## config.mk

```make
export PLATFORM = sky130hd
export DESIGN_NAME = key_encoder_flat
export DESIGN_NICKNAME = d
export VERILOG_FILES = /design/src/rtl/key_encoder_if.sv /design/src/rtl/key_encoder.sv /design/src/flat_wrapper.sv
export SDC_FILE = /design/constraint.sdc
export NUM_CORES = 1
export LEC_CHECK = 0
export BUFFER_PORTS_ARGS = -buffer_cell sky130_fd_sc_hd__buf_2
export CAP_MARGIN = 20
export CORE_UTILIZATION = 29
export CTS_BUF_LIST = sky130_fd_sc_hd__clkbuf_8
export DETAILED_ROUTE_END_ITERATION = 8
export SLEW_MARGIN = 20
export SYNTH_ARGS = -nofsm -noshare
export SYNTH_HDL_FRONTEND = slang
export SYNTH_SLANG_ARGS = --single-unit
```

## constraint.sdc

```tcl
create_clock -name clk_i -period 2.05 [get_ports clk_i]
set_input_delay 0.5125 -clock clk_i [delete_from_list [all_inputs] [get_ports clk_i]]
set_output_delay 0.5125 -clock clk_i [all_outputs]
set_load 0.01 [all_outputs]
```

## src/rtl/key_encoder_if.sv

```systemverilog
// Press/release event stream from key_encoder to the voice/envelope logic.
// The master side produces events; the slave side applies backpressure.
interface key_encoder_if;
    logic [2:0] evt_num_o;
    logic       evt_press_o;
    logic       evt_val_o;
    logic       evt_rdy_i;
    logic       evt_drop_o;

    modport master (
        output evt_num_o,
        output evt_press_o,
        output evt_val_o,
        output evt_drop_o,
        input  evt_rdy_i
    );

    modport slave (
        input  evt_num_o,
        input  evt_press_o,
        input  evt_val_o,
        input  evt_drop_o,
        output evt_rdy_i
    );
endinterface

```

## src/rtl/key_encoder.sv

```systemverilog
// Debounced 8-key encoder: last-note-priority note number for the key LED decoder
// plus a valid/ready stream of press/release events.
module key_encoder #(
    parameter int KEYS         = 8,
    parameter int DEBOUNCE_CYC = 1000
) (
    input  logic              clk_i,
    input  logic              rst_n_i,
    input  logic [KEYS-1:0]   keys_i,
    output logic [2:0]        num_o,
    output logic              num_val_o,
    key_encoder_if.master     evt
);

    localparam int              CNT_W    = (DEBOUNCE_CYC > 1) ? $clog2(DEBOUNCE_CYC) : 1;
    localparam logic [CNT_W-1:0] CNT_LAST = CNT_W'(DEBOUNCE_CYC - 1);

    logic [KEYS-1:0]  sync_p0;
    logic [KEYS-1:0]  sync_p1;
    logic [KEYS-1:0]  deb_p2;
    logic [KEYS-1:0]  deb_p3;
    logic [CNT_W-1:0] cnt [KEYS];
    logic [KEYS-1:0]  deb_edge;

    logic [KEYS-1:0]  press_c;
    logic [2:0]       last_q;
    logic             num_val_q;

    logic [KEYS-1:0]  pend;
    logic [KEYS-1:0]  ptype;
    logic             slot_free;
    logic             load;
    logic [2:0]       sel;
    logic [KEYS-1:0]  load_mask;
    logic [KEYS-1:0]  pend_live;
    logic [KEYS-1:0]  cancel;

    logic [2:0]       evt_num_q;
    logic             evt_press_q;
    logic             evt_val_q;
    logic             evt_drop_q;

    function automatic logic [2:0] lowest(input logic [KEYS-1:0] v);
        logic [2:0] idx;
        idx = 3'd0;
        for (int i = KEYS - 1; i >= 0; i--) begin
            if (v[i]) idx = 3'(i);
        end
        return idx;
    endfunction

    // Stage p0/p1: two-flop synchroniser; stage p2: per-key debounce
    always_comb begin
        deb_edge = '0;
        for (int k = 0; k < KEYS; k++) begin
            deb_edge[k] = (sync_p1[k] != deb_p2[k]) && (cnt[k] == CNT_LAST);
        end
    end

    always_ff @(posedge clk_i) begin
        if (!rst_n_i) begin
            sync_p0 <= '0;
            sync_p1 <= '0;
            deb_p2  <= '0;
            for (int k = 0; k < KEYS; k++) cnt[k] <= '0;
        end else begin
            sync_p0 <= keys_i;
            sync_p1 <= sync_p0;
            for (int k = 0; k < KEYS; k++) begin
                if (sync_p1[k] == deb_p2[k]) begin
                    cnt[k] <= '0;
                end else if (deb_edge[k]) begin
                    deb_p2[k] <= sync_p1[k];
                    cnt[k]    <= '0;
                end else begin
                    cnt[k] <= cnt[k] + 1'b1;
                end
            end
        end
    end

    // Stage p3: last-note priority, one cycle behind the debounced state
    assign press_c = deb_p2 & ~deb_p3;

    always_ff @(posedge clk_i) begin
        if (!rst_n_i) begin
            deb_p3    <= '0;
            last_q    <= 3'd0;
            num_val_q <= 1'b0;
        end else begin
            deb_p3    <= deb_p2;
            num_val_q <= |deb_p2;
            if (|press_c) begin
                last_q <= lowest(press_c);
            end else if (!deb_p2[last_q] && (|deb_p2)) begin
                last_q <= lowest(deb_p2);
            end
        end
    end

    assign num_val_o = num_val_q;
    assign num_o     = num_val_q ? last_q : 3'd0;

    // Event path: pending flags are set alongside the debounce update, drained lowest-first
    always_comb begin
        slot_free = !evt_val_q || evt.evt_rdy_i;
        load      = slot_free && (|pend);
        sel       = lowest(pend);
        load_mask = load ? (KEYS'(1) << sel) : '0;
        // A flag being loaded this cycle is already gone, so a fresh edge re-arms it
        pend_live = pend & ~load_mask;
        cancel    = deb_edge & pend_live & (ptype ^ sync_p1);
    end

    always_ff @(posedge clk_i) begin
        if (!rst_n_i) begin
            pend        <= '0;
            ptype       <= '0;
            evt_num_q   <= 3'd0;
            evt_press_q <= 1'b0;
            evt_val_q   <= 1'b0;
            evt_drop_q  <= 1'b0;
        end else begin
            if (load) begin
                evt_val_q   <= 1'b1;
                evt_num_q   <= sel;
                evt_press_q <= ptype[sel];
            end else if (slot_free) begin
                evt_val_q <= 1'b0;
            end
            evt_drop_q <= |cancel;
            for (int k = 0; k < KEYS; k++) begin
                if (deb_edge[k]) begin
                    if (cancel[k]) begin
                        pend[k] <= 1'b0;
                    end else if (!pend_live[k]) begin
                        pend[k]  <= 1'b1;
                        ptype[k] <= sync_p1[k];
                    end
                end else if (load_mask[k]) begin
                    pend[k] <= 1'b0;
                end
            end
        end
    end

    assign evt.evt_num_o   = evt_num_q;
    assign evt.evt_press_o = evt_press_q;
    assign evt.evt_val_o   = evt_val_q;
    assign evt.evt_drop_o  = evt_drop_q;

endmodule

```

## src/flat_wrapper.sv

```systemverilog
// flat-port wrapper written by rule: the top's interface ports become plain ports
module key_encoder_flat 
#(
    parameter int KEYS         = 8,
    parameter int DEBOUNCE_CYC = 1000
)
  (clk_i, rst_n_i, keys_i, num_o, num_val_o, evt_evt_num_o, evt_evt_press_o, evt_evt_val_o, evt_evt_drop_o, evt_evt_rdy_i);
  key_encoder_if evt_i ();
  input  logic clk_i;
  input  logic rst_n_i;
  input  logic [KEYS-1:0] keys_i;
  output logic [2:0] num_o;
  output logic num_val_o;
  output wire logic [$bits(evt_i.evt_num_o)-1:0] evt_evt_num_o;
  output wire logic [$bits(evt_i.evt_press_o)-1:0] evt_evt_press_o;
  output wire logic [$bits(evt_i.evt_val_o)-1:0] evt_evt_val_o;
  output wire logic [$bits(evt_i.evt_drop_o)-1:0] evt_evt_drop_o;
  input wire logic [$bits(evt_i.evt_rdy_i)-1:0] evt_evt_rdy_i;
  assign evt_evt_num_o = evt_i.evt_num_o;
  assign evt_evt_press_o = evt_i.evt_press_o;
  assign evt_evt_val_o = evt_i.evt_val_o;
  assign evt_evt_drop_o = evt_i.evt_drop_o;
  assign evt_i.evt_rdy_i = evt_evt_rdy_i;
  key_encoder #(.KEYS(KEYS), .DEBOUNCE_CYC(DEBOUNCE_CYC)) u_core (.clk_i(clk_i), .rst_n_i(rst_n_i), .keys_i(keys_i), .num_o(num_o), .num_val_o(num_val_o), .evt(evt_i));
endmodule
```

==> impl_metrics.env, run 1 <==
export IMPL_status="complete, no violations"
export IMPL_root_buffer="clkbuf_8"
export IMPL_synth_most_common_cell="nor2_1"
export IMPL_num_antenna_cells=0
export IMPL_cts_buffers=17
export IMPL_totalWireLength_um=14880
export IMPL_r2r_start="u_core.pend[2]$_SDFFE_PN0P_"
export IMPL_endpoint="u_core.ptype[5]$_SDFFE_PN0P_"
export IMPL_post_dp_cell_area_um2=8224
export IMPL_cp_slowest_stage_delay_ns=0.60
export IMPL_finalClockSkew_ns=0.01604
export IMPL_slowest_stage="or4_4"
export IMPL_insertion_delay_ns=0.46
export IMPL_nNetsFinal=890
export IMPL_start_kind="flop"
export IMPL_r2r_slack_ns=0.14
export IMPL_gp_congestion=0.8032
export IMPL_worstMarginPinSlew_ns=0.4917
export IMPL_clkPwrFrac=0.448
export IMPL_leakagePower_nw=3.229
export IMPL_switching_power_mw=1.337
export IMPL_cap_violations=0
export IMPL_syn_inst=741
export IMPL_fmax_mhz=523.1
export IMPL_r2r_end="u_core.ptype[5]$_SDFFE_PN0P_"
export IMPL_die_area_um2=25570
export IMPL_cts_sinks=138
export IMPL_worstSetupPathType="reg2reg"
export IMPL_yosys_area_top_type="edfxtp_1"
export IMPL_cts_max_level=4
export IMPL_slew_viol_final=0
export IMPL_synthTopCellsByArea="edfxtp_1, dfxtp_1, nor2_1"
export IMPL_finalSetupViolCount=0
export IMPL_synth_top_cells_by_count="nor2_1, edfxtp_1, dfxtp_1"
export IMPL_die_y_um=159.9
export IMPL_avgViaCountPerCell=4.613
export IMPL_p_total_mw=6.028
export IMPL_io_buffer_count=20
export IMPL_synth_cell_types=66
export IMPL_synthArstFlopShare=0
export IMPL_ys_warn_count=0
export IMPL_fillers=2533
export IMPL_fin_tns_setup_ns=0
export IMPL_syn_to_final_growth_pct=20.76
export IMPL_ant_nets=0
export IMPL_route_detailed_drc=0
export IMPL_ios=21
export IMPL_hold_viol=0
export IMPL_switching_share=0.2218
export IMPL_synthesis_area_um2=7232
export IMPL_clk_pin_slew_ns=0.09
export IMPL_postLayoutCellArea_um2=8733
export IMPL_ys_seq_elements=138
export IMPL_grt_remaining_overflow=0
export IMPL_cp_cell_sequence="or4_4, o31a_1, o31ai_1, o21ai_1, and2_1"
export IMPL_seq_area_frac_synth=0.4927
export IMPL_slew_headroom=0.6692
export IMPL_grt_use_total=0.1243
export IMPL_cts_tree="built"
export IMPL_critPathLaunch="u_core.pend[2]$_SDFFE_PN0P_"
export IMPL_worstPathRequired_ns=2.40
export IMPL_hold_buffers=0
export IMPL_irDropWorstVdd_v=0.0003832
export IMPL_worstPathArrival_ns=2.27
export IMPL_power_density_nw_per_um2=690.2
export IMPL_first_pass_iters=4
export IMPL_initial_core_util=0.2965
export IMPL_p_int_mw=4.691
export IMPL_post_route_util=0.3581
export IMPL_synth_ff_type="edfxtp_1"
export IMPL_min_path_type="in2reg"
export IMPL_routed_via_count=5573
export IMPL_end_kind="flop"
export IMPL_post_route_period_util=0.9326
export IMPL_post_cts_resized=0
export IMPL_worstPathMaxFanout=6
export IMPL_worstRegToRegCells=5
export IMPL_synth_edf_count=80
export IMPL_synth_area_per_cell_um2=9.760
export IMPL_combPwrFrac=0.038
export IMPL_rows=57
export IMPL_core_area_um2=24390
export IMPL_die_w_um=159.9
export IMPL_hpwl_um=10690
export IMPL_rsz0062_at_grt="false"
export IMPL_hold_ws_ns=0.2525
export IMPL_antenna_found_initial=0
export IMPL_drive_gt1_frac=0.1256
export IMPL_grt_pass1_vias=5395
export IMPL_wire_per_inst_um=12.32
export IMPL_cts_setup_buffers=0
export IMPL_grt_max_degree=41
export IMPL_grt_pass1_wl_um=25570
export IMPL_power_frac_seq=0.514
export IMPL_synth_top_area_frac=0.3322
export IMPL_drtIter0Drc=310
export IMPL_period_needed_ns=1.912
export IMPL_clock_path_buffers=2
-- sequential cells by signal (all words and copies together), names as in the netlist, 3 cells and up --
| name | flops |
|---|---|
| u_core.cnt | 80 |
| u_core.evt.evt_num_o | 3 |
| u_core.last_q | 3 |
| u_core.deb_p2 | 8 |
| u_core.ptype | 8 |
| u_core.sync_p1 | 8 |
| u_core.deb_p3 | 8 |
| u_core.sync_p0 | 8 |
| u_core.pend | 8 |
-- power by group through the flow --
stage / Combinational, mW / Clock, mW / Sequential [mW]
2_1_floorplan: 0.169 / 0 / 3.14
3_3_place_gp: 0.227 / 0 / 3.16
3_5_place_dp: 0.228 / 0 / 3.16
4_1_cts: 0.229 / 2.78 / 3.10
5_1_grt: 0.268 / 2.90 / 3.11
6_report: 0.230 / 2.70 / 3.10
-- placed cells by master (no fill, tap or decap), types with 5 or more instances in the layout --
| cell type | Yosys | routed |
|---|---|---|
| a211oi_1 | 8 | 7 |
| a21oi_1 | 33 | 33 |
| a31oi_1 | 5 | 5 |
| and2_1 | 28 | 28 |
| and3_1 | 19 | 19 |
| buf_2 | 2 | 20 |
| buf_4 | 0 | 39 |
| bufinv_16 | 0 | 6 |
| clkbuf_8 | 0 | 17 |
| conb_1 | 1 | 80 |
| dfxtp_1 | 58 | 56 |
| edfxtp_1 | 80 | 80 |
| ha_1 | 8 | 8 |
| inv_1 | 21 | 23 |
| mux2i_1 | 9 | 9 |
| nand2_1 | 34 | 34 |
| nand2b_1 | 12 | 12 |
| nand3_1 | 48 | 46 |
| nand3b_1 | 5 | 5 |
| nand4_1 | 7 | 7 |
| nand4b_1 | 5 | 5 |
| nor2_1 | 105 | 105 |
| nor2b_1 | 17 | 17 |
| nor3_1 | 17 | 16 |
| nor4_1 | 13 | 13 |
| o21ai_0 | 33 | 33 |
| o31ai_1 | 5 | 5 |
| or3_1 | 14 | 13 |
| xnor2_1 | 36 | 36 |
| xor2_1 | 30 | 30 |
-- cell type report --
cell class / count / area (um^2) / area share
well taps: 324 / 405.4 / 0.04642
inverters: 21 / 78.83 / 0.009026
clock buffers: 17 / 234.0 / 0.02679
repair buffers: 60 / 412.9 / 0.04728
multi-input cells: 633 / 3792 / 0.4342
clock inverters: 15 / 244.0 / 0.02794
flip-flops and latches: 138 / 3566 / 0.4083
-- layer usage --
layer | track usage | wire (um) | vias to the layer above
met5 | 0 | 0 | -
met2 | 0.2021 | 6890 | 78
met3 | 0.03377 | 562 | 10
li1 | - | - | 2877
met1 | 0.1597 | 7275 | 2608
met4 | 0.04026 | 153 | 0
-- cell families (layout without fill, tap and decap cells) --
logic type,count (synthesis),after routing,share of synthesized area
and+or+nand+nor,344,344,0.2483
buffers and inverters,49,113,0.02785
AOI/OAI and AO/OA,123,123,0.1166
xor gates and xnor gates,66,66,0.07993
muxes,12,12,0.02024
DFF,138,138,0.4927
adders and majority gates,8,8,0.01384
other,1,80,0.0005185
-- worst max-delay path: cells and delay by family (launching register included) --
kind | cells | cell delay (ns)
simple gates | 2 | 0.76
flops | 1 | 0.38
compound gates | 3 | 0.68
-- worst min-delay path by stage --
stage	slack, ns	depth (start not counted)	endpoint	startpoint
after global placement	0.41	1	u_core.sync_p1[1]$_SDFF_PN0_	u_core.sync_p0[1]$_SDFF_PN0_
after floorplan	0.41	1	u_core.sync_p1[0]$_SDFF_PN0_	u_core.sync_p0[0]$_SDFF_PN0_
after global routing	0.22	2	u_core.sync_p0[7]$_SDFF_PN0_	keys_i[7]
after CTS	0.22	2	u_core.sync_p0[5]$_SDFF_PN0_	keys_i[5]
final	0.25	2	u_core.sync_p0[6]$_SDFF_PN0_	keys_i[6]
after detailed placement	0.42	1	u_core.sync_p1[0]$_SDFF_PN0_	u_core.sync_p0[0]$_SDFF_PN0_
-- through the flow --
step	setup slack, ns	cells
after floorplan	0.1318	820
after global placement	0.03912	1176
after detailed placement	0.07224	1176
after CTS	0.04746	1208
after global routing	0.001251	1208
final	0.1383	1208
No activity file was read; power rests on OpenSTA's default activity.
==> run 2, diff against run 1 <==
--- a/config.mk
+++ b/config.mk
@@ -7,9 +7,12 @@
 export LEC_CHECK = 0
 export BUFFER_PORTS_ARGS = -buffer_cell sky130_fd_sc_hd__buf_2
 export CAP_MARGIN = 20
+export CELL_PAD_IN_SITES_DETAIL_PLACEMENT = 0
+export CELL_PAD_IN_SITES_GLOBAL_PLACEMENT = 1
 export CORE_UTILIZATION = 29
 export CTS_BUF_LIST = sky130_fd_sc_hd__clkbuf_8
 export DETAILED_ROUTE_END_ITERATION = 8
+export PLACE_DENSITY_LB_ADDON = 0.1
 export SLEW_MARGIN = 20
 export SYNTH_ARGS = -nofsm -noshare
 export SYNTH_HDL_FRONTEND = slang
==> impl_metrics.env, run 2 (same netlist as run 1, synthesis figures left out) <==
export IMPL_status="complete, no violations"
export IMPL_syn_to_final_growth_pct=21.33
export IMPL_timing_critical_path_buf_inv=0
export IMPL_nNetsFinal=890
export IMPL_root_buffer="clkbuf_8"
export IMPL_layout_commonest_cell="nor2_1"
export IMPL_drive_gt1_frac=0.1290
export IMPL_die_area_um2=25570
export IMPL_core_area_um2=24390
export IMPL_insertion_delay_ns=0.44
export IMPL_worstPathArrival_ns=2.31
export IMPL_first_pass_iters=4
export IMPL_grt_use_total=0.1314
export IMPL_met1_usage=0.1729
export IMPL_clk_pin_slew_ns=0.08
export IMPL_route_detailed_drc=0
export IMPL_final_cell_mix="nor2_1, edfxtp_1, conb_1"
export IMPL_fmax_mhz=504.3
export IMPL_hpwl_um=11640
export IMPL_power_density_nw_per_um2=681.2
export IMPL_drtIter0Drc=312
export IMPL_cts_sinks=138
export IMPL_end_kind="flop"
export IMPL_leakagePower_nw=3.251
export IMPL_worstPathMaxFanout=4
export IMPL_ant_nets=0
export IMPL_period_needed_ns=1.983
export IMPL_initial_core_util=0.2965
export IMPL_ios=21
export IMPL_clock_path_buffers=2
export IMPL_start_kind="flop"
export IMPL_cts_max_level=4
export IMPL_slew_viol_final=0
export IMPL_post_dp_cell_area_um2=8237
export IMPL_cp_slowest_stage_delay_ns=0.58
export IMPL_post_route_period_util=0.9673
export IMPL_slew_headroom=0.6291
export IMPL_totalWireLength_um=16010
export IMPL_grt_pass1_wl_um=27050
export IMPL_grt_remaining_overflow=0
export IMPL_worstSetupPathType="reg2reg"
export IMPL_finalClockSkew_ns=0.01281
export IMPL_cp_cell_sequence="nand4_1, or4_4, or4_1, a21oi_1, a211oi_1"
export IMPL_grt_pass1_vias=5537
export IMPL_irDropWorstVdd_v=0.0003408
export IMPL_die_y_um=159.9
export IMPL_slowest_stage="or4_4"
export IMPL_num_antenna_cells=0
export IMPL_grt_use_met3=0.02935
export IMPL_hold_viol=0
export IMPL_largest_register_ffs=80
export IMPL_wire_per_inst_um=13.25
export IMPL_rows=57
export IMPL_registers_top_by_ff_count="u_core.cnt"
export IMPL_post_route_util=0.3598
export IMPL_cts_tree="built"
export IMPL_gp_congestion=0.7571
export IMPL_critical_path_top_delay_family="simple AND/OR/NAND/NOR gates"
export IMPL_cts_buffers=17
export IMPL_routed_via_count=5602
export IMPL_cts_setup_buffers=0
export IMPL_io_buffer_count=20
export IMPL_min_path_type="in2reg"
export IMPL_hold_buffers=0
export IMPL_grt_max_degree=41
export IMPL_worstMarginPinSlew_ns=0.5513
export IMPL_antenna_found_initial=0
export IMPL_grt_busiest_layer="met2"
export IMPL_die_w_um=159.9
export IMPL_grt_use_met2=0.2142
export IMPL_postLayoutCellArea_um2=8775
export IMPL_avgViaCountPerCell=4.637
export IMPL_finalSetupViolCount=0
export IMPL_cap_violations=0
export IMPL_worstPathRequired_ns=2.38
-- run 2: what timing repair did --
action | CTS | global route
resized for setup | 0 | 14
endpoints found under the hold margin | 0 | 0
setup endpoints to repair | 0 | 25
-- run 2: layout make-up --
class,instances,area [um^2]
multi-input combinational,633,3830
timing repair buffer,60,425.4
tap,324,405.4
clock buffer,20,275.3
fill,2543,15620
sequential,138,3565
inverter,21,78.83
clock inverter,12,195.2
-- run 2: worst register-to-register path, stage by stage, from the launching register on --
cell	delay [ns]
edfxtp_1	0.40
nand4_1	0.17
or4_4	0.58
or4_1	0.49
a21oi_1	0.17
a211oi_1	0.07
-- run 2: routing by layer --
layer / wire, um / vias up
met2: 7365 / 57
met1: 8111 / 2672
li1: - / 2862
met4: 162 / 0
met3: 372 / 11
met5: 0 / -
-- run 2: power breakdown --
part / switching (mW) / total [mW] / internal, mW
Clock: 1.10 / 2.65 / 1.54
Sequential: 0.0854 / 3.10 / 3.01
Combinational: 0.133 / 0.234 / 0.101
-- run 2: worst paths after layout --
path / depth (start not counted) / slack (ns) / end / from
max: 5 / 0.07 / u_core.pend[5]$_SDFFE_PN0P_ / u_core.cnt[0][56]$_SDFFCE_PN0P_
max reg2reg: 5 / 0.07 / u_core.pend[5]$_SDFFE_PN0P_ / u_core.cnt[0][56]$_SDFFCE_PN0P_
min: 2 / 0.28 / u_core.sync_p0[4]$_SDFF_PN0_ / keys_i[4]
min reg2reg: 1 / 0.43 / u_core.sync_p1[2]$_SDFF_PN0_ / u_core.sync_p0[2]$_SDFF_PN0_
-- run 2: stage by stage --
step | worst slack (ns) | cells | hold WS [ns] | TNS, ns | power (mW)
after floorplan | 0.1318 | 820 | 0.4119 | 0 | 3.307
after detailed placement | -0.02902 | 1176 | 0.4212 | -0.03922 | 3.392
final | 0.06711 | 1208 | 0.2762 | 0 | 5.978
after CTS | 0.04527 | 1208 | 0.2376 | 0 | 6.080
after global routing | -0.004475 | 1208 | 0.2425 | -0.004475 | 6.240
after global placement | 0.0009621 | 1176 | 0.4203 | 0 | 3.386
==> run 3, diff against run 2 <==
--- a/config.mk
+++ b/config.mk
@@ -10,7 +10,7 @@
 export CELL_PAD_IN_SITES_DETAIL_PLACEMENT = 0
 export CELL_PAD_IN_SITES_GLOBAL_PLACEMENT = 1
 export CORE_UTILIZATION = 29
-export CTS_BUF_LIST = sky130_fd_sc_hd__clkbuf_8
+export CTS_BUF_LIST = sky130_fd_sc_hd__clkbuf_4 sky130_fd_sc_hd__clkbuf_8 sky130_fd_sc_hd__clkbuf_16
 export DETAILED_ROUTE_END_ITERATION = 8
 export PLACE_DENSITY_LB_ADDON = 0.1
 export SLEW_MARGIN = 20
==> impl_metrics.env, run 3 (same netlist as run 1, synthesis figures left out) <==
export IMPL_first_pass_iters=5
export IMPL_route_detailed_drc=0
export IMPL_cts_buffers=17
export IMPL_slew_viol_final=0
export IMPL_root_buffer="clkbuf_16"
export IMPL_io_buffer_count=20
export IMPL_num_antenna_cells=0
export IMPL_cap_violations=0
export IMPL_slew_headroom=0.6222
export IMPL_worstPathMaxFanout=4
export IMPL_antenna_found_initial=0
export IMPL_initial_core_util=0.2965
export IMPL_grt_busiest_layer="met2"
export IMPL_status="complete, no violations"
export IMPL_worstSetupPathType="reg2reg"
export IMPL_cts_setup_buffers=0
export IMPL_die_w_um=159.9
export IMPL_leakagePower_nw=3.328
export IMPL_insertion_delay_ns=0.42
export IMPL_irDropWorstVdd_v=0.0003965
export IMPL_drtIter0Drc=358
export IMPL_grt_use_met3=0.02909
export IMPL_finalClockSkew_ns=0.009554
export IMPL_end_kind="flop"
export IMPL_grt_remaining_overflow=0
export IMPL_hold_buffers=0
export IMPL_clk_pin_slew_ns=0.06
export IMPL_registers_top_by_ff_count="u_core.cnt"
export IMPL_cts_max_level=4
export IMPL_ios=21
export IMPL_largest_register_ffs=80
export IMPL_drive_gt1_frac=0.1312
export IMPL_gp_congestion=0.7571
export IMPL_grt_pass1_vias=5477
export IMPL_fin_tns_setup_ns=0
export IMPL_grt_use_total=0.1307
export IMPL_worstPathArrival_ns=2.28
export IMPL_fillers=2521
export IMPL_die_y_um=159.9
export IMPL_multiInputGateArea_um2=3822
export IMPL_min_path_type="in2reg"
export IMPL_start_kind="flop"
export IMPL_layout_commonest_cell="nor2_1"
export IMPL_final_cell_mix="nor2_1, edfxtp_1, conb_1"
export IMPL_totalWireLength_um=15980
export IMPL_syn_to_final_growth_pct=23.84
export IMPL_routed_via_count=5598
export IMPL_die_area_um2=25570
export IMPL_p_total_mw=6.744
export IMPL_rows=57
export IMPL_cts_tree="built"
export IMPL_post_route_util=0.3672
export IMPL_worstPathRequired_ns=2.35
export IMPL_cts_sinks=138
export IMPL_post_cts_resized=0
export IMPL_core_area_um2=24390
export IMPL_hold_viol=0
export IMPL_grt_use_met2=0.2120
export IMPL_worstMarginPinSlew_ns=0.5615
export IMPL_fmax_mhz=506.4
export IMPL_avgViaCountPerCell=4.634
export IMPL_nNetsFinal=890
export IMPL_wire_per_inst_um=13.23
export IMPL_grt_pass1_wl_um=26910
export IMPL_ant_nets=0
export IMPL_finalSetupViolCount=0
export IMPL_hpwl_um=11640
export IMPL_grt_max_degree=41
export IMPL_regArea_um2=3565
export IMPL_clock_path_buffers=2
export IMPL_post_route_period_util=0.9633
export IMPL_period_needed_ns=1.975
export IMPL_power_density_nw_per_um2=753.0
export IMPL_met1_usage=0.1737
[run 3: cell count changes in the layout (fill, tap and decap cells not counted), sizes merged]
| cell | before | now |
|---|---|---|
| clkbuf | 20 | 24 |
| bufinv | 5 | 3 |
| inv | 24 | 22 |
[run 3: final cells by class]
cell class                 count  area share
tap                          324     0.04526
timing repair buffer          60     0.04750
clock inverter                 8     0.01425
inverter                      21    0.008801
multi-input combinational    633      0.4268
sequential                   138      0.3980
clock buffer                  24     0.05937
[run 3: report_power, final]
| group | switching (mW) | total (mW) | internal [mW] |
|---|---|---|---|
| combinational | 0.132 | 0.233 | 0.101 |
| clock | 1.22 | 3.41 | 2.19 |
| sequential | 0.0856 | 3.10 | 3.02 |
| total | 1.43 | 6.74 | 5.31 |
[run 3: metrics by stage]
stage / std cells / hold WS, ns / setup WS (ns) / instance area (um^2)
floorplan: 820 / 0.4119 / 0.1318 / 7528
global placement: 1176 / 0.4203 / 0.0009621 / 8237
detailed placement: 1176 / 0.4212 / -0.02902 / 8237
CTS: 1208 / 0.2792 / 0.05098 / 8896
global route: 1208 / 0.2811 / -0.001942 / 8956
finish: 1208 / 0.3001 / 0.07524 / 8956
[run 3: final timing paths]
path                                  endpoint  cells after the start  slack [ns]                            start
hold / removal    u_core.sync_p0[4]$_SDFF_PN0_                      2        0.30                        keys_i[4]
setup / recovery   u_core.pend[5]$_SDFFE_PN0P_                      5        0.08  u_core.cnt[0][56]$_SDFFCE_PN0P_
hold reg to reg   u_core.sync_p1[7]$_SDFF_PN0_                      1        0.43     u_core.sync_p0[7]$_SDFF_PN0_
setup reg to reg   u_core.pend[5]$_SDFFE_PN0P_                      5        0.08  u_core.cnt[0][56]$_SDFFCE_PN0P_
[run 3: critical path: stages (launching register included)]
cell and delay (ns):
edfxtp_1 0.39, nand4_1 0.17, or4_4 0.58, or4_1 0.48
a21oi_1 0.17, a211oi_1 0.07
[run 3: layer usage]
| layer | wire, um | vias up |
|---|---|---|
| li1 | - | 2868 |
| met5 | 0 | - |
| met3 | 405 | 14 |
| met4 | 143 | 0 |
| met1 | 8039 | 2645 |
| met2 | 7388 | 71 |
